$ cat src/rtl/multicycle_control32_pkg.sv
// Shared definitions for the multicycle controller: FSM state encoding,
// primary opcode constants and the jr function code.
package multicycle_control32_pkg;

  typedef enum logic [2:0] {
    FETCH  = 3'd0,
    DECODE = 3'd1,
    EXEC   = 3'd2,
    MEM    = 3'd3,
    WB     = 3'd4
  } state_e;

  localparam logic [5:0] OP_R   = 6'b000000;
  localparam logic [5:0] OP_LW  = 6'b100011;
  localparam logic [5:0] OP_SW  = 6'b101011;
  localparam logic [5:0] OP_BEQ = 6'b000100;
  localparam logic [5:0] OP_BNE = 6'b000101;
  localparam logic [5:0] OP_J   = 6'b000010;
  localparam logic [5:0] OP_JAL = 6'b000011;

  localparam logic [5:0] FN_JR  = 6'b001000;

  // I-format arithmetic/logic ops share op[5:3] == 001
  localparam logic [2:0] OP_IFMT_HI = 3'b001;

endpackage

$ cat src/rtl/multicycle_control32_decode.sv
// decode_ctrl32: purely combinational decode of the latched instruction
// fields into execute/register-file level controls and the instruction
// class flags the sequencer needs.
//   op_i, funct_i        latched instruction[31:26] / instruction[5:0]
//   ALUOp_o .. MemtoReg_o level controls, held for the whole instruction
//   lw_o .. illegal_o    class flags used by the sequencer
module decode_ctrl32
  import multicycle_control32_pkg::*;
(
  input  logic [5:0] op_i,
  input  logic [5:0] funct_i,
  output logic [1:0] ALUOp_o,
  output logic       ALUSrc_o,
  output logic       I_format_o,
  output logic       Sftmd_o,
  output logic       Jr_o,
  output logic       RegDST_o,
  output logic       MemtoReg_o,
  output logic       lw_o,
  output logic       sw_o,
  output logic       beq_o,
  output logic       bne_o,
  output logic       j_o,
  output logic       jal_o,
  output logic       illegal_o
);

  logic r_fmt;
  logic i_fmt;

  assign r_fmt  = (op_i == OP_R);
  assign i_fmt  = (op_i[5:3] == OP_IFMT_HI);
  assign lw_o   = (op_i == OP_LW);
  assign sw_o   = (op_i == OP_SW);
  assign beq_o  = (op_i == OP_BEQ);
  assign bne_o  = (op_i == OP_BNE);
  assign j_o    = (op_i == OP_J);
  assign jal_o  = (op_i == OP_JAL);

  assign illegal_o = ~(r_fmt | i_fmt | lw_o | sw_o | beq_o | bne_o | j_o | jal_o);

  assign ALUOp_o    = {r_fmt | i_fmt, beq_o | bne_o};
  assign ALUSrc_o   = i_fmt | lw_o | sw_o;
  assign I_format_o = i_fmt;
  assign Sftmd_o    = r_fmt & (funct_i[5:3] == 3'b000);
  assign Jr_o       = r_fmt & (funct_i == FN_JR);
  assign RegDST_o   = r_fmt;
  assign MemtoReg_o = lw_o;

endmodule

$ cat src/rtl/multicycle_control32.sv
// multicycle_control32: multicycle FETCH/DECODE/EXEC/MEM/WB sequencer.
// Latches Opcode/Function_opcode when the instruction fetch completes and
// drives level controls (via decode_ctrl32) plus state-gated strobes.
//   clock, reset            rising-edge clock, synchronous active-high reset
//   Opcode, Function_opcode instruction fields, sampled on IR latch only
//   Zero, Mem_ready         ALU zero flag, memory access-complete handshake
//   ALUOp .. MemtoReg       level controls from the latched fields
//   RegWrite .. Illegal     per-cycle strobes
//   State                   current FSM state (debug)
module multicycle_control32
  import multicycle_control32_pkg::*;
(
  input  logic       clock,
  input  logic       reset,
  input  logic [5:0] Opcode,
  input  logic [5:0] Function_opcode,
  input  logic       Zero,
  input  logic       Mem_ready,
  output logic [1:0] ALUOp,
  output logic       ALUSrc,
  output logic       I_format,
  output logic       Sftmd,
  output logic       Jr,
  output logic       RegDST,
  output logic       MemtoReg,
  output logic       RegWrite,
  output logic       MemRead,
  output logic       MemWrite,
  output logic       IR_write,
  output logic       PC_inc,
  output logic       PC_load,
  output logic       Illegal,
  output logic [2:0] State
);

  state_e     state_q, state_d;
  logic [5:0] op_q;
  logic [5:0] fn_q;

  logic is_lw, is_sw, is_beq, is_bne, is_j, is_jal, is_illegal;

  decode_ctrl32 u_decode (
    .op_i       (op_q),
    .funct_i    (fn_q),
    .ALUOp_o    (ALUOp),
    .ALUSrc_o   (ALUSrc),
    .I_format_o (I_format),
    .Sftmd_o    (Sftmd),
    .Jr_o       (Jr),
    .RegDST_o   (RegDST),
    .MemtoReg_o (MemtoReg),
    .lw_o       (is_lw),
    .sw_o       (is_sw),
    .beq_o      (is_beq),
    .bne_o      (is_bne),
    .j_o        (is_j),
    .jal_o      (is_jal),
    .illegal_o  (is_illegal)
  );

  // Strobes depend on Mem_ready/Zero in the same cycle, so they are decoded
  // from the current state rather than registered; reset masks them all.
  always_comb begin
    state_d  = FETCH;
    RegWrite = 1'b0;
    MemRead  = 1'b0;
    MemWrite = 1'b0;
    IR_write = 1'b0;
    PC_inc   = 1'b0;
    PC_load  = 1'b0;
    Illegal  = 1'b0;

    case (state_q)
      FETCH: begin
        MemRead = 1'b1;
        if (Mem_ready) begin
          IR_write = 1'b1;
          PC_inc   = 1'b1;
          state_d  = DECODE;
        end else begin
          state_d  = FETCH;
        end
      end
      DECODE: begin
        if (is_j) begin
          PC_load = 1'b1;
          state_d = FETCH;
        end else if (is_jal) begin
          PC_load = 1'b1;
          state_d = WB;
        end else if (is_illegal) begin
          Illegal = 1'b1;
          state_d = FETCH;
        end else begin
          state_d = EXEC;
        end
      end
      EXEC: begin
        if (is_lw || is_sw) begin
          state_d = MEM;
        end else if (Jr) begin
          PC_load = 1'b1;
          state_d = FETCH;
        end else if (is_beq || is_bne) begin
          PC_load = (is_beq & Zero) | (is_bne & ~Zero);
          state_d = FETCH;
        end else begin
          // remaining classes here are R (non-jr) and I-format
          state_d = WB;
        end
      end
      MEM: begin
        MemRead  = is_lw;
        MemWrite = is_sw;
        if (Mem_ready) begin
          state_d = is_lw ? WB : FETCH;
        end else begin
          state_d = MEM;
        end
      end
      WB: begin
        RegWrite = 1'b1;
        state_d  = FETCH;
      end
      default: state_d = FETCH;
    endcase

    if (reset) begin
      RegWrite = 1'b0;
      MemRead  = 1'b0;
      MemWrite = 1'b0;
      IR_write = 1'b0;
      PC_inc   = 1'b0;
      PC_load  = 1'b0;
      Illegal  = 1'b0;
    end
  end

  always_ff @(posedge clock) begin
    if (reset) begin
      state_q <= FETCH;
      op_q    <= '0;
      fn_q    <= '0;
    end else begin
      state_q <= state_d;
      if (state_q == FETCH && Mem_ready) begin
        op_q <= Opcode;
        fn_q <= Function_opcode;
      end
    end
  end

  assign State = state_q;

endmodule

$ cat config.mk
export PLATFORM = sky130hd
export DESIGN_NAME = multicycle_control32
export DESIGN_NICKNAME = d
export VERILOG_FILES = /design/src/rtl/multicycle_control32_pkg.sv /design/src/rtl/multicycle_control32_decode.sv /design/src/rtl/multicycle_control32.sv
export SDC_FILE = /design/constraint.sdc
export NUM_CORES = 1
export LEC_CHECK = 0
export ABC_AREA = 1
export CAP_MARGIN = 40
export CORE_MARGIN = 1
export CORE_UTILIZATION = 40
export CTS_CLUSTER_SIZE = 8
export DETAILED_ROUTE_END_ITERATION = 10
export PLACE_DENSITY = 0.84
export SYNTH_ARGS = -nofsm -noshare
export SYNTH_HDL_FRONTEND = slang
export SYNTH_SLANG_ARGS = --single-unit
$ cat constraint.sdc
create_clock -name clock -period 1.4 [get_ports clock]
set_input_delay 0.28 -clock clock [delete_from_list [all_inputs] [get_ports clock]]
set_output_delay 0.28 -clock clock [all_outputs]
set_load 0.005 [all_outputs]
==> summary.md, run 1 <==
| Metric | Value |
|---|---|
| Synthesized instance count | `128` |
| CP Buf/Inv Count | `3` |
| Number of global-route vias before repair | `1344` |
| Async set or reset register ratio after synthesis | `0%` |
| Final ANT Viol Nets | `0` |
| Critical path's most frequent cell | `buf_4` |
| CP startpoint | `op_q[2]` |
| Slew margin rel. | `82.66%` |
| Hold Path Class | `register to register` |
| H-tree depth | `1` |
| Fin crit share | `135.8%` |
| Clk slew on worst S/H paths | `0.11 ns` |
| Nets | `231` |
| Slowest cell on crit path | `dfxtp_4` |
| First-pass GRT wire length | `6.451 mm` |
| Post-Synth XOR/XNOR Area | `0%` |
| Post-Synth Simple-Gate Area | `34.63%` |
| Register share of total power | `33.3%` |
| First-pass detailed-route iteration total | `4` |
| Num Clock Sinks | `15` |
| Post-route DRC | `0` |
| Worst setup margin | `-0.5006 ns` |
| Crit path cell chain | `nor2_4, buf_4, buf_4, nand4_1, a21oi_2, buf_2` |
| Unrepaired setup endpoints after global routing | `true` |
| Inst Count DP | `216` |
| DIE AREA | `2368 um^2` |
| Max clock buf depth | `2` |
| Fmax | `526.1 MHz` |
| Seq/Total Area, Yosys | `34.48%` |
| Int Power | `955.1 uW` |
| Total CTS buffers | `3` |
| Remaining global-route overflow | `0` |
| Critical path type | `register to output pin` |
| ANT cells | `0` |
| CTS tree | `yes` |
| Share of layout cells above drive strength 1 | `62.15%` |
| Hold Path Origin | `fn_q[1]` |
| # setup viols final | `18` |
| Power after layout | `1538 uW` |
| Worst IR Drop VDD | `0.7682 mV` |
| Via density per instance | `6.012` |
| Post-synth EDFFs | `0` |
| Pin count of the biggest net entering global routing | `26` |
| Worst Path Arrival | `1.62 ns` |
| Syn avg cell area | `6.803 um^2` |
| FF+latch count, synth | `15` |
| Post-Synth Adder-Cell Area | `0%` |
| I/O pin cnt | `34` |
| Largest fanout on the critical path | `4` |
| Layout Area Growth over Synthesis | `112.2%` |
| Synth cell types | `21` |
| Synth top area cells | `dfxtp_1 34%, inv_1 8.6%, a21oi_1 8.0%, nand2_1 6.5%, nor2_1 4.7%` |
| Die width | `48.66 um` |
| Layout Cells excl Fill | `241` |
| NetSw | `582.8 uW` |
| Dpl hpwl | `2.145 mm` |
| P per Cell Area | `832.2 nW/um^2` |
| Synth cell count leaders | `20 x inv_1, 15 x dfxtp_1, 15 x nand2_1` |
| Later-pin clock latency in the skew report | `0.29 ns` |
| Max-cap violations | `0` |
| Least-Margin Pin Slew | `0.2601 ns` |
| Delay-heaviest family, CP | `buffers and inverters` |
| Worst Setup Start Kind | `register` |
| Post-synth top area share | `34.48%` |
| Global Route Usage Sum | `35.75%` |
| Worst Skew | `0.01374 ns` |
| Final Hold Viols | `0` |
| Per-cell routed wire length | `21.34 um` |
| Violated checks | `setup timing` |
| Synth area leader | `dfxtp_1` |
| Combinational share of power | `49.6%` |
| Final Max Slew Viols | `0` |
| Starting Density | `43.50%` |
| Die H | `48.66 um` |
| Reg2Reg Launch Point | `op_q[2]` |
| Detailed Route Iter0 Violations | `80` |
| Clock Tree Root | `clkbuf_4` |
| Worst hold slack | `0.4807 ns` |
| Clk pwr share | `17.1%` |
| Synth Area in Compound Gates | `17.96%` |
| Post-Syn Area | `870.8 um^2` |
| Synth Flop Type | `dfxtp_1` |
| DR vias | `1449` |
| CP endpoint kind | `output pin` |
| Max stage delay on crit path | `0.39 ns` |
| Core footprint | `2002 um^2` |
| Syn. warnings | `0` |
| Top-count cell post-synth | `inv_1` |
| Rows | `16` |
| Sw frac | `37.89%` |
| WP data required | `1.12 ns` |
| Crit path time final | `1.901 ns` |
| Run status | `complete, but fails checks` |
| Final core occ | `92.31%` |
| Mux share of post-synthesis cell area | `0%` |
| Syn nets | `144` |
| RD Place Congestion | `0.9132` |
| Largest family of logic cells by synthesized area | `simple AND/OR/NAND/NOR gates` |
| Initial antenna violation count | `0` |
| Lkg Pwr | `0.0008820 uW` |
| CTS Hold Bufs | `0` |
| Port Buffer Count | `33` |
| Fin Setup TNS | `-4.586 ns` |
| DRT Wirelength | `5.142 mm` |
## flip-flops by register name, indices dropped and copies added, names as in the netlist
name / count
State: 3
fn_q: 6
op_q: 6
## through the flow
step,setup slack (ns),area (um^2)
after detailed placement,-0.5666,1453
after global routing,-0.5782,1848
after global placement,-0.5170,1453
after CTS,-0.3384,1727
final,-0.5006,1848
after floorplan,0.04998,870.8
## kinds of logic (layout without fill, tap and decap cells)
kind of cell	count (synthesis)	count (layout)
DFF	15	15
buffers and inverters	28	114
and+or+nand+nor	56	56
AOI/OAI and AO/OA	29	29
## power groups by stage
stage / Clock [uW] / Sequential, uW / Combinational [uW]
3_5_place_dp: 0 / 500 / 456
4_1_cts: 258 / 501 / 605
2_1_floorplan: 0 / 501 / 189
3_3_place_gp: 0 / 497 / 434
5_1_grt: 275 / 515 / 789
6_report: 263 / 513 / 762
## worst min-delay path, cell delays in order (launching register included)
cell     delay (ns)
dfxtp_1        0.33
inv_1          0.06
a21oi_1        0.05
## final timing paths
check / end / slack, ns / cells after the start
worst max register to register: State[1] / -0.17 / 11
worst min register to register: fn_q[1] / 0.48 / 2
worst min-delay path: fn_q[1] / 0.48 / 2
worst max-delay path: PC_load / -0.50 / 6
## placed cells by master, fill, tap and decap left out, drive strengths merged
master and count:
nand3 11, o21ai 12, clkdlybuf4s50 14, nor4 1, nand4 2, clkinv 1, buf 66, inv 23
dlygate4sd2 5, dfxtp 15, a21oi 17, nor3 4, nor2 17, nand2 21, clkbuf 4, clkdlybuf4s15 1
## cell type report
type / instances / area [um^2]
Fill cell: 79 / 153.9
Clock buffer: 4 / 26.28
Inverter: 24 / 100.1
Tap cell: 27 / 33.78
Sequential cell: 15 / 322.8
Multi-Input combinational cell: 85 / 645.6
Timing Repair Buffer: 86 / 719.4
## routing by layer
| metal | track usage (%) | wire, um | up-vias |
|---|---|---|---|
| met3 | 7.547 | 445 | 72 |
| met5 | 0 | 0 | - |
| met1 | 35.96 | 1701 | 645 |
| met2 | 67.13 | 2349 | 149 |
| li1 | - | - | 583 |
| met4 | 20.10 | 646 | 0 |
## what timing repair did
action,CTS,global route
buffers inserted,18,5
cloned,0,0
resized for setup,111,27
endpoints found under the setup margin,18,18
hold endpoints to repair,0,0
pin swaps,18,10
Power figures use the tool's default switching activity.
==> inputs of run 2 (changes only) <==
--- a/config.mk
+++ b/config.mk
@@ -12,6 +12,8 @@
 export CTS_CLUSTER_SIZE = 8
 export DETAILED_ROUTE_END_ITERATION = 10
 export PLACE_DENSITY = 0.84
+export SETUP_SLACK_MARGIN = 0.3
+export SKIP_CTS_REPAIR_TIMING = 1
 export SYNTH_ARGS = -nofsm -noshare
 export SYNTH_HDL_FRONTEND = slang
 export SYNTH_SLANG_ARGS = --single-unit
==> run 2 against run 1 <==
Compared with the run above: the flow still finishes with violations (setup timing); critical endpoint unchanged; hold slack worse by 0.015 ns; register-to-register slack gained 0.14 ns; sequential power shrank 0.8%; combinational power decreased by 6.3%; final area rose by 1.8%; critical path type unchanged.
==> summary.md, run 2 (synthesized netlist as in run 1, its figures left out) <==
| Metric | Value |
|---|---|
| Rows | `16 (unchanged)` |
| Remaining global-route overflow | `0 (unchanged)` |
| P per Cell Area | `791.7 nW/um^2 (-4.9%)` |
| Layout Area Growth over Synthesis | `116.1%` |
| DR vias | `1382 (-4.6%)` |
| Worst IR Drop VDD | `0.8442 mV (+9.9%)` |
| Final core occ | `94.00% (+1.7 points)` |
| Pin count of the biggest net entering global routing | `26 (unchanged)` |
| First-pass detailed-route iteration total | `4 (unchanged)` |
| Final ANT Viol Nets | `0 (unchanged)` |
| Violated checks | `setup timing` |
| Largest fanout on the critical path | `3 (-1)` |
| Hold Path Class | `register to register` |
| Run status | `complete, but fails checks` |
| Fin Setup TNS | `-3.488 ns (+1.098 ns)` |
| Power after layout | `1490 uW (-3.1%)` |
| Nets | `228 (-1.3%)` |
| DIE AREA | `2368 um^2 (unchanged)` |
| Max-cap violations | `0 (unchanged)` |
| Die width | `48.66 um (unchanged)` |
| Fmax | `546.3 MHz (+3.8%)` |
| Least-Margin Pin Slew | `0.3348 ns (+0.07464 ns)` |
| H-tree depth | `1 (unchanged)` |
| CP endpoint kind | `output pin` |
| Later-pin clock latency in the skew report | `0.30 ns (about the same)` |
| Placed instance area | `1510 um^2 (+4.0%)` |
| Fin crit share | `130.7% (-5.0 points)` |
| CTS tree | `yes` |
| Finished Cell Area | `1882 um^2 (+1.8%)` |
| DRT Wirelength | `4.674 mm (-9.1%)` |
| Fillers | `66 (-16%)` |
| Detailed Route Iter0 Violations | `49 (-39%)` |
| Max clock buf depth | `2 (unchanged)` |
| Global Route Usage Sum | `25.66% (-10 points)` |
| Final Max Slew Viols | `0 (unchanged)` |
| Commonest cells after routing, fill and taps aside | `37 x buf_4, 14 x clkdlybuf4s50_1, 14 x buf_6, 13 x inv_1` |
| Worst hold slack | `0.4661 ns (-0.01467 ns)` |
| Slew margin rel. | `77.56% (-5.1 points)` |
| Critical path type | `register to output pin` |
| Critical path's most frequent cell | `nand3_2` |
| Worst Path Arrival | `1.55 ns (-0.07 ns)` |
| Num Clock Sinks | `15 (unchanged)` |
| Worst setup margin | `-0.4304 ns (+0.07023 ns)` |
| Die H | `48.66 um (unchanged)` |
| Final Hold Viols | `0 (unchanged)` |
| Clk slew on worst S/H paths | `0.11 ns (about the same)` |
| First-pass GRT wire length | `4.498 mm (-30%)` |
| WP data required | `1.12 ns (about the same)` |
| Lkg Pwr | `0.0008740 uW (-0.91%)` |
| Starting Density | `43.50% (unchanged)` |
| ANT cells | `0 (unchanged)` |
| Area of the multi-input gates | `683.2 um^2 (+5.8%)` |
| Worst Setup Start Kind | `register` |
| Worst Skew | `0.01664 ns (+0.002893 ns)` |
| Total CTS buffers | `3 (unchanged)` |
| FF/Latch Area | `330.3 um^2 (+2.3%)` |
| Max stage delay on crit path | `0.38 ns (about the same)` |
| Dpl hpwl | `2.226 mm (+3.8%)` |
| RD Place Congestion | `0.8830 (-3.3%)` |
| Crit path cell chain | `inv_4, nand2_4, nor2_4, buf_6, nand3_2, nand3_2, nand2_2, a21oi_2, clkbuf_2` |
| I/O pin cnt | `34 (unchanged)` |
| Port Buffer Count | `33 (unchanged)` |
| Share of layout cells above drive strength 1 | `70.62% (+8.5 points)` |
| Slowest cell on crit path | `dfxtp_4` |
| Clock Tree Root | `clkbuf_4` |
| Post-route DRC | `0 (unchanged)` |
| Via density per instance | `5.807 (-3.4%)` |
| Initial antenna violation count | `0 (unchanged)` |
| Number of global-route vias before repair | `1048 (-22%)` |
| Core footprint | `2002 um^2 (unchanged)` |
| Per-cell routed wire length | `19.64 um (-8.0%)` |
| Unrepaired setup endpoints after global routing | `true` |
| # setup viols final | `17 (-1)` |
| Crit path time final | `1.830 ns (-0.07023 ns)` |
| Most common cell after layout, fill and taps aside | `buf_4` |
==> run 2: metal layers <==
layer / share of wire [%] / track usage, % / wire (um) / up-vias
li1: - / - / - / 581
met1: 34 / 29.46 / 1579 / 644
met4: 8.9 / 13.73 / 416 / 0
met3: 6.7 / 3.774 / 312 / 45
met5: 0 / 0 / 0 / -
met2: 51 / 45.37 / 2365 / 112
==> run 2: where the power goes <==
group / leakage (uW) / internal (uW) / switching [uW]
Clock: 0.0000150 / 111 / 155
Combinational: 0.000729 / 359 / 355
Sequential: 0.000130 / 466 / 43.1
==> run 2: per-stage QoR <==
stage               worst slack [ns]  cells
floorplan                     0.1643    128
global placement             -0.5222    217
detailed placement           -0.5391    217
CTS                          -0.7015    221
global route                 -0.5454    238
finish                       -0.4304    238
==> run 2: final cells by class <==
type,instances,area share [%]
tap,27,1.795
inverter,24,4.920
clock buffer,4,1.396
sequential,15,17.55
multi-input combinational,85,36.30
timing repair buffer,83,38.03
==> run 2: worst max-delay path: cells and delay by family (launching register included) <==
kind / cells / cell delay [ns]
simple gates: 5 / 0.41
flops: 1 / 0.38
buf+inv: 3 / 0.31
compound gates: 1 / 0.14
==> run 2: final timing paths <==
check / from / endpoint / slack (ns) / depth (start not counted)
setup / recovery: op_q[4] / PC_load / -0.43 / 9
hold reg to reg: fn_q[2] / fn_q[2] / 0.47 / 2
hold / removal: fn_q[2] / fn_q[2] / 0.47 / 2
setup reg to reg: op_q[5] / State[0] / -0.03 / 9
==> inputs of run 3 (changes only) <==
--- a/config.mk
+++ b/config.mk
@@ -12,8 +12,8 @@
 export CTS_CLUSTER_SIZE = 8
 export DETAILED_ROUTE_END_ITERATION = 10
 export PLACE_DENSITY = 0.84
+export RECOVER_POWER = 25
 export SETUP_SLACK_MARGIN = 0.3
-export SKIP_CTS_REPAIR_TIMING = 1
 export SYNTH_ARGS = -nofsm -noshare
 export SYNTH_HDL_FRONTEND = slang
 export SYNTH_SLANG_ARGS = --single-unit
==> run 3 against run 2 <==
Compared with the run above: the run still ends with setup timing left; first-iteration DRC count rose by 27%; final area rose by 0.73%; hold slack got worse by 0.0014 ns; critical path depth did not move; global-route usage rose by 8.8 points; clock power rose by 5%; utilization rose by 0.69 points; cell count rose by 2.5%; wire length rose by 11%.
==> summary.md, run 3 (synthesized netlist as in run 1, its figures left out) <==
| Metric | Value |
|---|---|
| Run status | `complete, but fails checks` |
| Violated checks | `setup timing` |
| Max stage delay on crit path | `0.36 ns (-0.02 ns)` |
| Fin crit share | `132.0% (+1.3 points)` |
| Max clock buf depth | `2 (unchanged)` |
| Worst IR Drop VDD | `0.9168 mV (+8.6%)` |
| P per Cell Area | `820.8 nW/um^2 (+3.7%)` |
| Die width | `48.66 um (unchanged)` |
| Rows | `16 (unchanged)` |
| Final Hold Viols | `0 (unchanged)` |
| Least-Margin Pin Slew | `0.3517 ns (+0.01693 ns)` |
| Register share of total power | `32.8% (-1.4 points)` |
| Clk pwr share | `17.9% (about the same)` |
| Largest fanout on the critical path | `2 (-1)` |
| DIE AREA | `2368 um^2 (unchanged)` |
| Lkg Pwr | `0.0008886 uW (+1.7%)` |
| Nets | `234 (+2.6%)` |
| Via density per instance | `5.705 (-1.8%)` |
| Critical path type | `register to output pin` |
| Total CTS buffers | `3 (unchanged)` |
| Final Max Slew Viols | `0 (unchanged)` |
| Slew margin rel. | `76.43% (-1.1 points)` |
| Worst Path Arrival | `1.57 ns (+0.02 ns)` |
| Hold Path Class | `register to register` |
| CTS tree | `yes` |
| Remaining global-route overflow | `0 (unchanged)` |
| Share of layout cells above drive strength 1 | `64.52% (-6.1 points)` |
| Num Clock Sinks | `15 (unchanged)` |
| Delay-heaviest family, CP | `simple AND/OR/NAND/NOR gates` |
| Slowest cell on crit path | `dfxtp_2` |
| Fin Setup TNS | `-4.483 ns (-0.9956 ns)` |
| Critical path's most frequent cell | `nand2_2` |
| Die H | `48.66 um (unchanged)` |
| Worst setup margin | `-0.4486 ns (-0.01817 ns)` |
| Dpl hpwl | `2.226 mm (unchanged)` |
| Finished Cell Area | `1896 um^2 (+0.73%)` |
| DR vias | `1392 (+0.72%)` |
| ANT cells | `0 (unchanged)` |
| Port Buffer Count | `33 (unchanged)` |
| Sw frac | `37.07% (-0.11 points)` |
| Starting Density | `43.50% (unchanged)` |
| Worst Setup Start Kind | `register` |
| Number of global-route vias before repair | `1243 (+19%)` |
| CP Buf/Inv Count | `2 (-1)` |
| Final ANT Viol Nets | `0 (unchanged)` |
| DRT Wirelength | `5.180 mm (+11%)` |
| Crit path time final | `1.849 ns (+0.01817 ns)` |
| Clock Tree Root | `clkbuf_4` |
| RD Place Congestion | `0.8830 (unchanged)` |
| WP data required | `1.12 ns (about the same)` |
| Crit path cell chain | `inv_1, nor2_1, nand2_1, nor2_2, nand2_2, nand3_2, nand2_2, a21oi_2, buf_2` |
| CTS Hold Bufs | `0` |
| Worst Skew | `0.002591 ns (-0.01405 ns)` |
| Pin count of the biggest net entering global routing | `26 (unchanged)` |
| Core footprint | `2002 um^2 (unchanged)` |
| First-pass detailed-route iteration total | `4 (unchanged)` |
| Fillers | `63 (-4.5%)` |
| Initial antenna violation count | `0 (unchanged)` |
| Combinational share of power | `49.4% (+1.4 points)` |
| Max-cap violations | `0 (unchanged)` |
| CP endpoint kind | `output pin` |
| NetSw | `576.7 uW (+4.1%)` |
| Detailed Route Iter0 Violations | `62 (+27%)` |
| H-tree depth | `1 (unchanged)` |
| Layout Area Growth over Synthesis | `117.7%` |
| Unrepaired setup endpoints after global routing | `true` |
| Fmax | `541.0 MHz (-0.98%)` |
| Post-route DRC | `0 (unchanged)` |
| I/O pin cnt | `34 (unchanged)` |
| Commonest cells after routing, fill and taps aside | `35 x buf_4, 27 x buf_6, 14 x clkdlybuf4s50_1, 13 x inv_1, 13 x a21oi_1` |
| Placed instance area | `1510 um^2 (unchanged)` |
| Later-pin clock latency in the skew report | `0.30 ns (about the same)` |
| Power after layout | `1556 uW (+4.4%)` |
| Pre-CTS setup slack | `-0.5391 ns (unchanged)` |
| Int Power | `979.2 uW (+4.6%)` |
| Clk slew on worst S/H paths | `0.10 ns (about the same)` |
| Per-cell routed wire length | `21.23 um (+8.1%)` |
| Global Route Usage Sum | `34.46% (+8.8 points)` |
| First-pass GRT wire length | `5.947 mm (+32%)` |
| # setup viols final | `17 (unchanged)` |
| Most common cell after layout, fill and taps aside | `buf_4` |
run 3: cell types whose count changed in the layout (fill, tap and decap cells not counted), moves of 5 or more:
cell,change
a21oi_1,+5
a21oi_2,-5
clkbuf_2,-11
buf_6,+13
o21ai_1,+6
buf_2,+7
run 3: worst paths after layout:
path / end / startpoint / slack, ns / depth (start not counted)
worst max-delay path: PC_load / fn_q[3] / -0.45 / 9
worst min-delay path: fn_q[0] / fn_q[0] / 0.46 / 2
worst max register to register: State[0] / op_q[4] / -0.10 / 9
worst min register to register: fn_q[0] / fn_q[0] / 0.46 / 2
run 3: metal layers:
metal / part of all wire [%] / global-route usage [%] / vias up / wire length, um
met3: 7.0 / 5.660 / 60 / 365
met1: 33 / 34.30 / 628 / 1699
li1: - / - / 593 / -
met2: 49 / 63.89 / 111 / 2546
met5: 0 / 0 / - / 0
met4: 11 / 24.51 / 0 / 570
run 3: timing repair:
item,in CTS,in global routing
buffers inserted,12,11
setup endpoints to repair,33,33
pin swaps,20,11
gates resized for setup,120,27
run 3: metrics by stage:
step | util [%] | hold slack (ns) | cells
2_1_floorplan | - | 0.3351 | 128
4_1_cts | 86.13 | 0.4496 | 233
3_5_place_dp | 75.44 | 0.4372 | 217
5_1_grt | 94.69 | 0.4829 | 244
6_report | 94.69 | 0.4646 | 244
3_3_place_gp | 75.44 | 0.4316 | 217
run 3: power groups by stage:
stage | Clock [uW] | Sequential (uW) | Combinational [uW]
3_5_place_dp | 0 | 510 | 489
4_1_cts | 254 | 504 | 593
2_1_floorplan | 0 | 509 | 209
3_3_place_gp | 0 | 507 | 464
5_1_grt | 286 | 513 | 803
6_report | 278 | 510 | 768
run 3: layout make-up:
class                      count  area [um^2]  share of cell area, %
inverter                      24        95.09                  5.016
multi-input combinational     85        610.6                  32.21
clock buffer                   4        26.28                  1.386
tap                           27        33.78                  1.782
timing repair buffer          89        797.0                  42.05
sequential                    15        332.8                  17.56
run 3: worst min-delay path, delay by kind of cell (launching register included):
kind | cells | cell delay [ns]
buf+inv | 1 | 0.05
flops | 1 | 0.32
compound gates | 1 | 0.05
